$ cat src/rtl/audio_pkg.sv
// Shared types for the audio voice scheduler: voice configuration payload,
// scheduler state encoding and the offset-binary silence level.
package audio_pkg;

    localparam int unsigned CFG_ADDR_W = 17;

    typedef struct packed {
        logic [CFG_ADDR_W-1:0] start_addr;
        logic [CFG_ADDR_W-1:0] end_addr;
        logic                  loop;
    } voice_cfg_t;

    typedef enum logic [1:0] {
        IDLE    = 2'd0,
        FETCH   = 2'd1,
        ACCUM   = 2'd2,
        PRESENT = 2'd3
    } sched_state_t;

    // Mid-scale code of an unsigned offset-binary sample.
    function automatic logic [31:0] silence_level(input int unsigned sample_w);
        return 32'(1) << (sample_w - 1);
    endfunction

endpackage

$ cat src/rtl/audio_voice_ptr.sv
// One playback voice: holds its configuration, the current read pointer and
// the playing flag; advances once per issued read.
module audio_voice_ptr
    import audio_pkg::*;
#(
    parameter int unsigned ADDR_W = CFG_ADDR_W
) (
    input  logic              clk_i,
    input  logic              rst_i,
    input  logic              load_i,
    input  voice_cfg_t        cfg_i,
    input  logic              play_i,
    input  logic              adv_i,
    output logic [ADDR_W-1:0] ptr_o,
    output logic              active_o
);

    voice_cfg_t        cfg_q;
    logic [ADDR_W-1:0] ptr_q, ptr_d;
    logic              active_q, active_d;

    // A one-shot voice parks on its end address once that read is issued.
    always_comb begin
        ptr_d    = ptr_q;
        active_d = active_q;
        if (load_i) begin
            ptr_d    = ADDR_W'(cfg_i.start_addr);
            active_d = play_i;
        end else if (adv_i) begin
            if (ptr_q != ADDR_W'(cfg_q.end_addr)) begin
                ptr_d = ptr_q + ADDR_W'(1);
            end else if (cfg_q.loop) begin
                ptr_d = ADDR_W'(cfg_q.start_addr);
            end else begin
                active_d = 1'b0;
            end
        end
    end

    always_ff @(posedge clk_i) begin
        if (rst_i) begin
            cfg_q    <= '0;
            ptr_q    <= '0;
            active_q <= 1'b0;
        end else begin
            if (load_i) begin
                cfg_q <= cfg_i;
            end
            ptr_q    <= ptr_d;
            active_q <= active_d;
        end
    end

    assign ptr_o    = ptr_q;
    assign active_o = active_q;

endmodule

$ cat src/rtl/audio_voice_scheduler.sv
// Sample-tick driven voice mixer: reads each active voice from the sample ROM,
// sums them and hands the mix to the I2S serializer.
// Optional AUDIO_VOICE_SCHEDULER_OVERRUN_EN adds a dropped-tick counter.
module audio_voice_scheduler
    import audio_pkg::*;
#(
    parameter int unsigned VOICES    = 4,
    parameter int unsigned ADDR_W    = 17,
    parameter int unsigned SAMPLE_W  = 8,
    parameter int unsigned MIX_W     = SAMPLE_W + $clog2(VOICES),
    parameter int unsigned FRAME_DIV = 3
) (
    input  logic                       inp_clock,
    input  logic                       inp_reset,
    input  logic                       inp_frame,
    input  logic                       inp_cfg_valid,
    output logic                       out_cfg_ready,
    input  logic [$clog2(VOICES)-1:0]  inp_cfg_voice,
    input  logic [ADDR_W-1:0]          inp_cfg_start,
    input  logic [ADDR_W-1:0]          inp_cfg_end,
    input  logic                       inp_cfg_loop,
    input  logic                       inp_cfg_play,
    output logic                       out_mem_req,
    output logic [ADDR_W-1:0]          out_mem_addr,
    input  logic [SAMPLE_W-1:0]        inp_mem_data,
    output logic [MIX_W-1:0]           out_sample,
    output logic                       out_sample_valid,
    input  logic                       inp_sample_ready,
    output logic [VOICES-1:0]          out_voice_active
`ifdef AUDIO_VOICE_SCHEDULER_OVERRUN_EN
    ,
    output logic [15:0]                out_overrun_count
`endif
);

    localparam int unsigned V_W  = $clog2(VOICES);
    localparam int unsigned FC_W = (FRAME_DIV > 1) ? $clog2(FRAME_DIV) : 1;
    localparam logic [MIX_W-1:0] SILENCE_MIX = MIX_W'(VOICES * silence_level(SAMPLE_W));
    localparam logic [MIX_W-1:0] SILENCE_ONE = MIX_W'(silence_level(SAMPLE_W));

    logic [FC_W-1:0]   fcnt_q, fcnt_d;
    logic              tick_c;
    sched_state_t      state_q;
    logic [V_W-1:0]    v_q;
    logic [MIX_W-1:0]  acc_q;
    logic              pend_act_q;
    logic [MIX_W-1:0]  sample_q;
    logic              valid_q;
    logic [MIX_W-1:0]  contrib_c;
    logic              cfg_fire_c;
    logic              issue_c;
    voice_cfg_t        cfg_c;
    logic [ADDR_W-1:0] ptr_c [VOICES];
    logic [VOICES-1:0] active_c;

    // Frame divider: one tick every FRAME_DIV word-clock frames.
    always_comb begin
        tick_c = inp_frame && (fcnt_q == FC_W'(FRAME_DIV - 1));
        fcnt_d = fcnt_q;
        if (inp_frame) begin
            fcnt_d = tick_c ? '0 : fcnt_q + FC_W'(1);
        end
    end

    always_ff @(posedge inp_clock) begin
        if (inp_reset) begin
            fcnt_q <= '0;
        end else begin
            fcnt_q <= fcnt_d;
        end
    end

    assign out_cfg_ready = (state_q == IDLE) && !inp_reset;
    assign cfg_fire_c    = inp_cfg_valid && out_cfg_ready;
    assign issue_c       = (state_q == FETCH) && active_c[v_q];
    assign cfg_c         = '{start_addr: CFG_ADDR_W'(inp_cfg_start),
                             end_addr:   CFG_ADDR_W'(inp_cfg_end),
                             loop:       inp_cfg_loop};

    for (genvar i = 0; i < VOICES; i++) begin : g_voice
        audio_voice_ptr #(.ADDR_W(ADDR_W)) u_ptr (
            .clk_i    (inp_clock),
            .rst_i    (inp_reset),
            .load_i   (cfg_fire_c && (inp_cfg_voice == V_W'(i))),
            .cfg_i    (cfg_c),
            .play_i   (inp_cfg_play),
            .adv_i    (issue_c && (v_q == V_W'(i))),
            .ptr_o    (ptr_c[i]),
            .active_o (active_c[i])
        );
    end

    // Read data lags the request by one cycle; inactive voices add silence.
    assign contrib_c = pend_act_q ? MIX_W'(inp_mem_data) : SILENCE_ONE;

    always_ff @(posedge inp_clock) begin
        if (inp_reset) begin
            state_q    <= IDLE;
            v_q        <= '0;
            acc_q      <= '0;
            pend_act_q <= 1'b0;
            sample_q   <= SILENCE_MIX;
            valid_q    <= 1'b0;
        end else begin
            pend_act_q <= issue_c;
            case (state_q)
                IDLE: begin
                    if (tick_c) begin
                        state_q <= FETCH;
                        v_q     <= '0;
                        acc_q   <= '0;
                    end
                end
                FETCH: begin
                    if (v_q != '0) begin
                        acc_q <= acc_q + contrib_c;
                    end
                    v_q <= v_q + V_W'(1);
                    if (v_q == V_W'(VOICES - 1)) begin
                        state_q <= ACCUM;
                    end
                end
                ACCUM: begin
                    sample_q <= acc_q + contrib_c;
                    valid_q  <= 1'b1;
                    state_q  <= PRESENT;
                end
                PRESENT: begin
                    if (inp_sample_ready) begin
                        valid_q <= 1'b0;
                        state_q <= IDLE;
                    end
                end
                default: state_q <= IDLE;
            endcase
        end
    end

`ifdef AUDIO_VOICE_SCHEDULER_OVERRUN_EN
    logic [15:0] overrun_q;

    always_ff @(posedge inp_clock) begin
        if (inp_reset) begin
            overrun_q <= '0;
        end else if (tick_c && (state_q != IDLE) && (overrun_q != 16'hFFFF)) begin
            overrun_q <= overrun_q + 16'd1;
        end
    end

    assign out_overrun_count = overrun_q;
`endif

    assign out_mem_req      = issue_c;
    assign out_mem_addr     = ptr_c[v_q];
    assign out_sample       = sample_q;
    assign out_sample_valid = valid_q;
    assign out_voice_active = active_c;

endmodule
$ cat config.mk
export PLATFORM = sky130hd
export DESIGN_NAME = audio_voice_scheduler
export DESIGN_NICKNAME = d
export VERILOG_FILES = /design/src/rtl/audio_pkg.sv /design/src/rtl/audio_voice_ptr.sv /design/src/rtl/audio_voice_scheduler.sv
export SDC_FILE = /design/constraint.sdc
export NUM_CORES = 1
export LEC_CHECK = 0
export ABC_CLOCK_PERIOD_IN_PS = 4100
export CORE_ASPECT_RATIO = 1.4
export CORE_MARGIN = 2
export CORE_UTILIZATION = 40
export DETAILED_ROUTE_END_ITERATION = 16
export HOLD_SLACK_MARGIN = 0.06
export PLACE_DENSITY = 0.68
export SETUP_SLACK_MARGIN = 0.4
export SKIP_LAST_GASP = 1
export SYNTH_ARGS = -nofsm -noshare
export SYNTH_HDL_FRONTEND = slang
export SYNTH_SLANG_ARGS = --single-unit
$ cat constraint.sdc
create_clock -name inp_clock -period 4.1 [get_ports inp_clock]
set_input_delay 1.23 -clock inp_clock [delete_from_list [all_inputs] [get_ports inp_clock]]
set_output_delay 1.23 -clock inp_clock [all_outputs]
set_load 0.005 [all_outputs]
==> flow_summary.toml <==
[worst_setup_path]
critPathMaxFanout = 21
max_stage_delay_ns = 0.62
cp.depth = 3
critPathBufInv = 2
r2r_cells = 7
rr_endpoint = "g_voice[1].u_ptr.ptr_o[12]"
worstSetupPathType = "reg -> out"
path_cells = "buf_4, mux4_2, clkdlybuf4s50_1"
end_kind = "output port"
r2r-start = "g_voice[1].u_ptr.ptr_o[3]"
crit_required_ns = 2.87
cp-start-kind = "register"
critical_path.top_delay_family = "buffers and inverters"
arrival_ns = 2.30
timing.reg2reg.setup_slack_ns = 1.23
worst_path_max_delay_cell = "mux4_2"
cp-endpoint = "out_mem_addr[9]"
startpoint = "v_q[0]"

[power_and_ir_drop]
clock_power_share_pct = 37.7
seqPwrFrac_pct = 44.1
combPwrFrac_pct = 18.2
switchingPower_w = 0.00173
max-vdd-ir-drop_mv = 0.399
power_density_mw_per_mm2 = 409
netSwitchingFraction_pct = 29.9
p_leak_nw = 5.20
intPower_w = 0.00406

[logic_synthesis]
synth_area_sq_mm = 0.0124
synthArstFlopShare_pct = 0
synth_area_leader_cell = "dfxtp_1"
synthesis.nets = 1629
ys.warnings.count = 0
synth.distinct_cells = 68
synth_seq_cells = 240
synth_top_flop_cell = "dfxtp_1"
synth_edf_count = 0
yosysTopAreaCellShare_pct = 38.8
syn_inst = 1556
ys_seq_area_share_pct = 38.8
postSynthAreaPerCell_sq_um = 7.95
synth_area_leaders = "dfxtp_1 (39%), nand2_1 (11%), a21oi_1 (7.5%)"

[floorplanning]
start_util_pct = 40.4
fp.dieH_microns = 212
die_area_sq_mm = 0.0324
ios = 85
die_w_microns = 153
rows = 76
core_area_sq_mm = 0.0306

[clock_network]
hold_buffers = 0
cts.repair.resized = 0
cts_tree = "yes"
h-tree-depth = 1
insertion_delay_ns = 0.53
postCtsSetupBuffers = 0
cts_buffer_depth = 3
numCtsBuffers = 25
cts.clk_slew.worst_paths_ns = 0.06
cts-root-buf = "clkbuf_16"
clock-sinks = 240

[cells_and_area]
drive_above_1_share_pct = 6.21
area_delta_synth_final_pct = 14.4
multi_input_area_sq_mm = 0.00696
n_fill_cell = 2983
num_antenna_cells = 0
ff_latch_area_sq_mm = 0.00480
final_nets = 1650

[route]
drt_iter0_markers = 1188
drc = 0
routed-via-count = 11500
ant_nets = 0
detail_route.wl_per_cell_microns = 20.4
dr.pass1.iters = 6
totalWireLength_microns = 40500
avgViaCountPerCell = 5.78

[sta]
hold_viol = 0
setup_tns_ns = 0
drv_slew = 0
tightest_slew_ns = 0.956
whs_ns = 0.450
setup_viol = 0
rsz0062_at_grt = "false"
relSlewSlack_pct = 36.0
period_needed_ns = 3.53
finalCritPeriodShare_pct = 86.2
layout_setup_ws_ns = 0.567
finClkSkew_ns = 0.0115
fmax_mhz = 283

[global_route]
grt_pass1_vias = 10900
grt_start_max_net_pins = 131
gr-total-overflow = 0
grt_pass1_wl_microns = 61700
antenna_found_initial = 0
grt_use_total_pct = 24.3

[placement]
dpl.hpwl_microns = 28200
portBuffers = 84
place_ws_ns = 0.311
gp_congestion = 0.920

[status]
status = "completed"

[hold_path]
min-delay-path-class = "reg -> reg"
min_from = "g_voice[3].u_ptr.cfg_q[28]"

[flow_run]
cap_violations = 0
## final cells by class
cell class,instances,area share [%]
sequential,240,33.9
clock buffer,38,5.26
timing repair buffer,103,7.05
clock inverter,5,0.177
tap,390,3.45
multi-input combinational,1172,49.2
inverter,35,0.928
## synthesized netlist by cell type, types with 8 or more instances
cell type / instances
or3_1: 9
a21oi_1: 185
o211ai_1: 14
dfxtp_1: 240
clkbuf_1: 67
o21ai_0: 47
and3_1: 26
mux4_2: 18
ha_1: 21
nand2_1: 371
xnor2_1: 65
xor2_1: 58
mux2i_1: 25
nor4_1: 8
buf_2: 21
nor2_1: 83
a31oi_1: 25
a22oi_1: 15
buf_1: 8
inv_1: 35
nor3_1: 21
o21a_1: 13
nand4_1: 14
nand3_1: 50
and2_1: 9
mux2_2: 9
## tightest hold or removal path, cell delays in order (launching register included)
cell and delay [ns]:
dfxtp_1 0.30, nand2_1 0.05, a21oi_1 0.05
## flip-flops by register name (all words and copies together) (netlist names)
register                cells
g_voice.u_ptr.cfg_q       140
v_q                         2
g_voice.u_ptr.ptr_o        68
out_sample                 10
g_voice.u_ptr.active_o      4
out_sample_valid            1
fcnt_q                      2
pend_act_q                  1
state_q                     2
acc_q                      10
## power groups by stage
stage / clock (W) / combinational (W) / sequential [W]
3_3_place_gp: 0 / 0.00102 / 0.00260
4_1_cts: 0.00220 / 0.00104 / 0.00255
3_5_place_dp: 0 / 0.00104 / 0.00260
2_1_floorplan: 0 / 0.000753 / 0.00254
5_1_grt: 0.00229 / 0.00114 / 0.00256
6_report: 0.00218 / 0.00105 / 0.00256
## worst min path at each step
stage | end | cells after the start
finish | g_voice[3].u_ptr.cfg_q[28] | 2
global route | g_voice[0].u_ptr.cfg_q[18] | 2
CTS | g_voice[3].u_ptr.cfg_q[24] | 2
detailed placement | g_voice[3].u_ptr.cfg_q[24] | 2
global placement | g_voice[2].u_ptr.cfg_q[30] | 2
floorplan | g_voice[1].u_ptr.cfg_q[29] | 2
## routing by layer
layer / track usage, % / vias up / part of all wire, %
met3: 3.57 / 143 / 8.0
met5: 0 / - / 0
met4: 15.6 / 0 / 7.7
met1: 29.6 / 5445 / 38
li1: - / 5388 / -
met2: 40.3 / 490 / 46
## cells in the final DEF (no fill, tap or decap), types with 13 or more instances in the layout
cell               n
o21ai_0           47
and3_1            26
clkdlybuf4s50_1   83
xor2_1            58
xnor2_1           65
dfxtp_1          240
nand4_1           14
a31oi_1           25
o21a_1            13
clkbuf_16         25
nor3_1            20
a21oi_1          185
inv_1             35
buf_4             18
mux4_2            18
ha_1              21
o211ai_1          14
nand3_1           50
nand2_1          371
nor2_1            81
a22oi_1           15
mux2i_1           25
## cell families after synthesis
group	count (synthesis)	share of synthesized area, %
fa+ha+maj	22	2.29
simple gates	622	21.9
mux	52	6.12
xor+xnor	123	8.71
flops	240	38.8
buf+inv	144	5.12
compound gates	353	17.0
## metrics by stage
| step | total power, W | instance area, sq um | std cells | util, % |
|---|---|---|---|---|
| 2_1_floorplan | 0.00329 | 12400 | 1556 | - |
| 4_1_cts | 0.00580 | 14200 | 1983 | 46.2 |
| 5_1_grt | 0.00599 | 14200 | 1983 | 46.2 |
| 6_report | 0.00579 | 14200 | 1983 | 46.2 |
| 3_3_place_gp | 0.00362 | 13400 | 1940 | 43.7 |
| 3_5_place_dp | 0.00364 | 13400 | 1940 | 43.7 |
(Power assumes the default switching activity.)
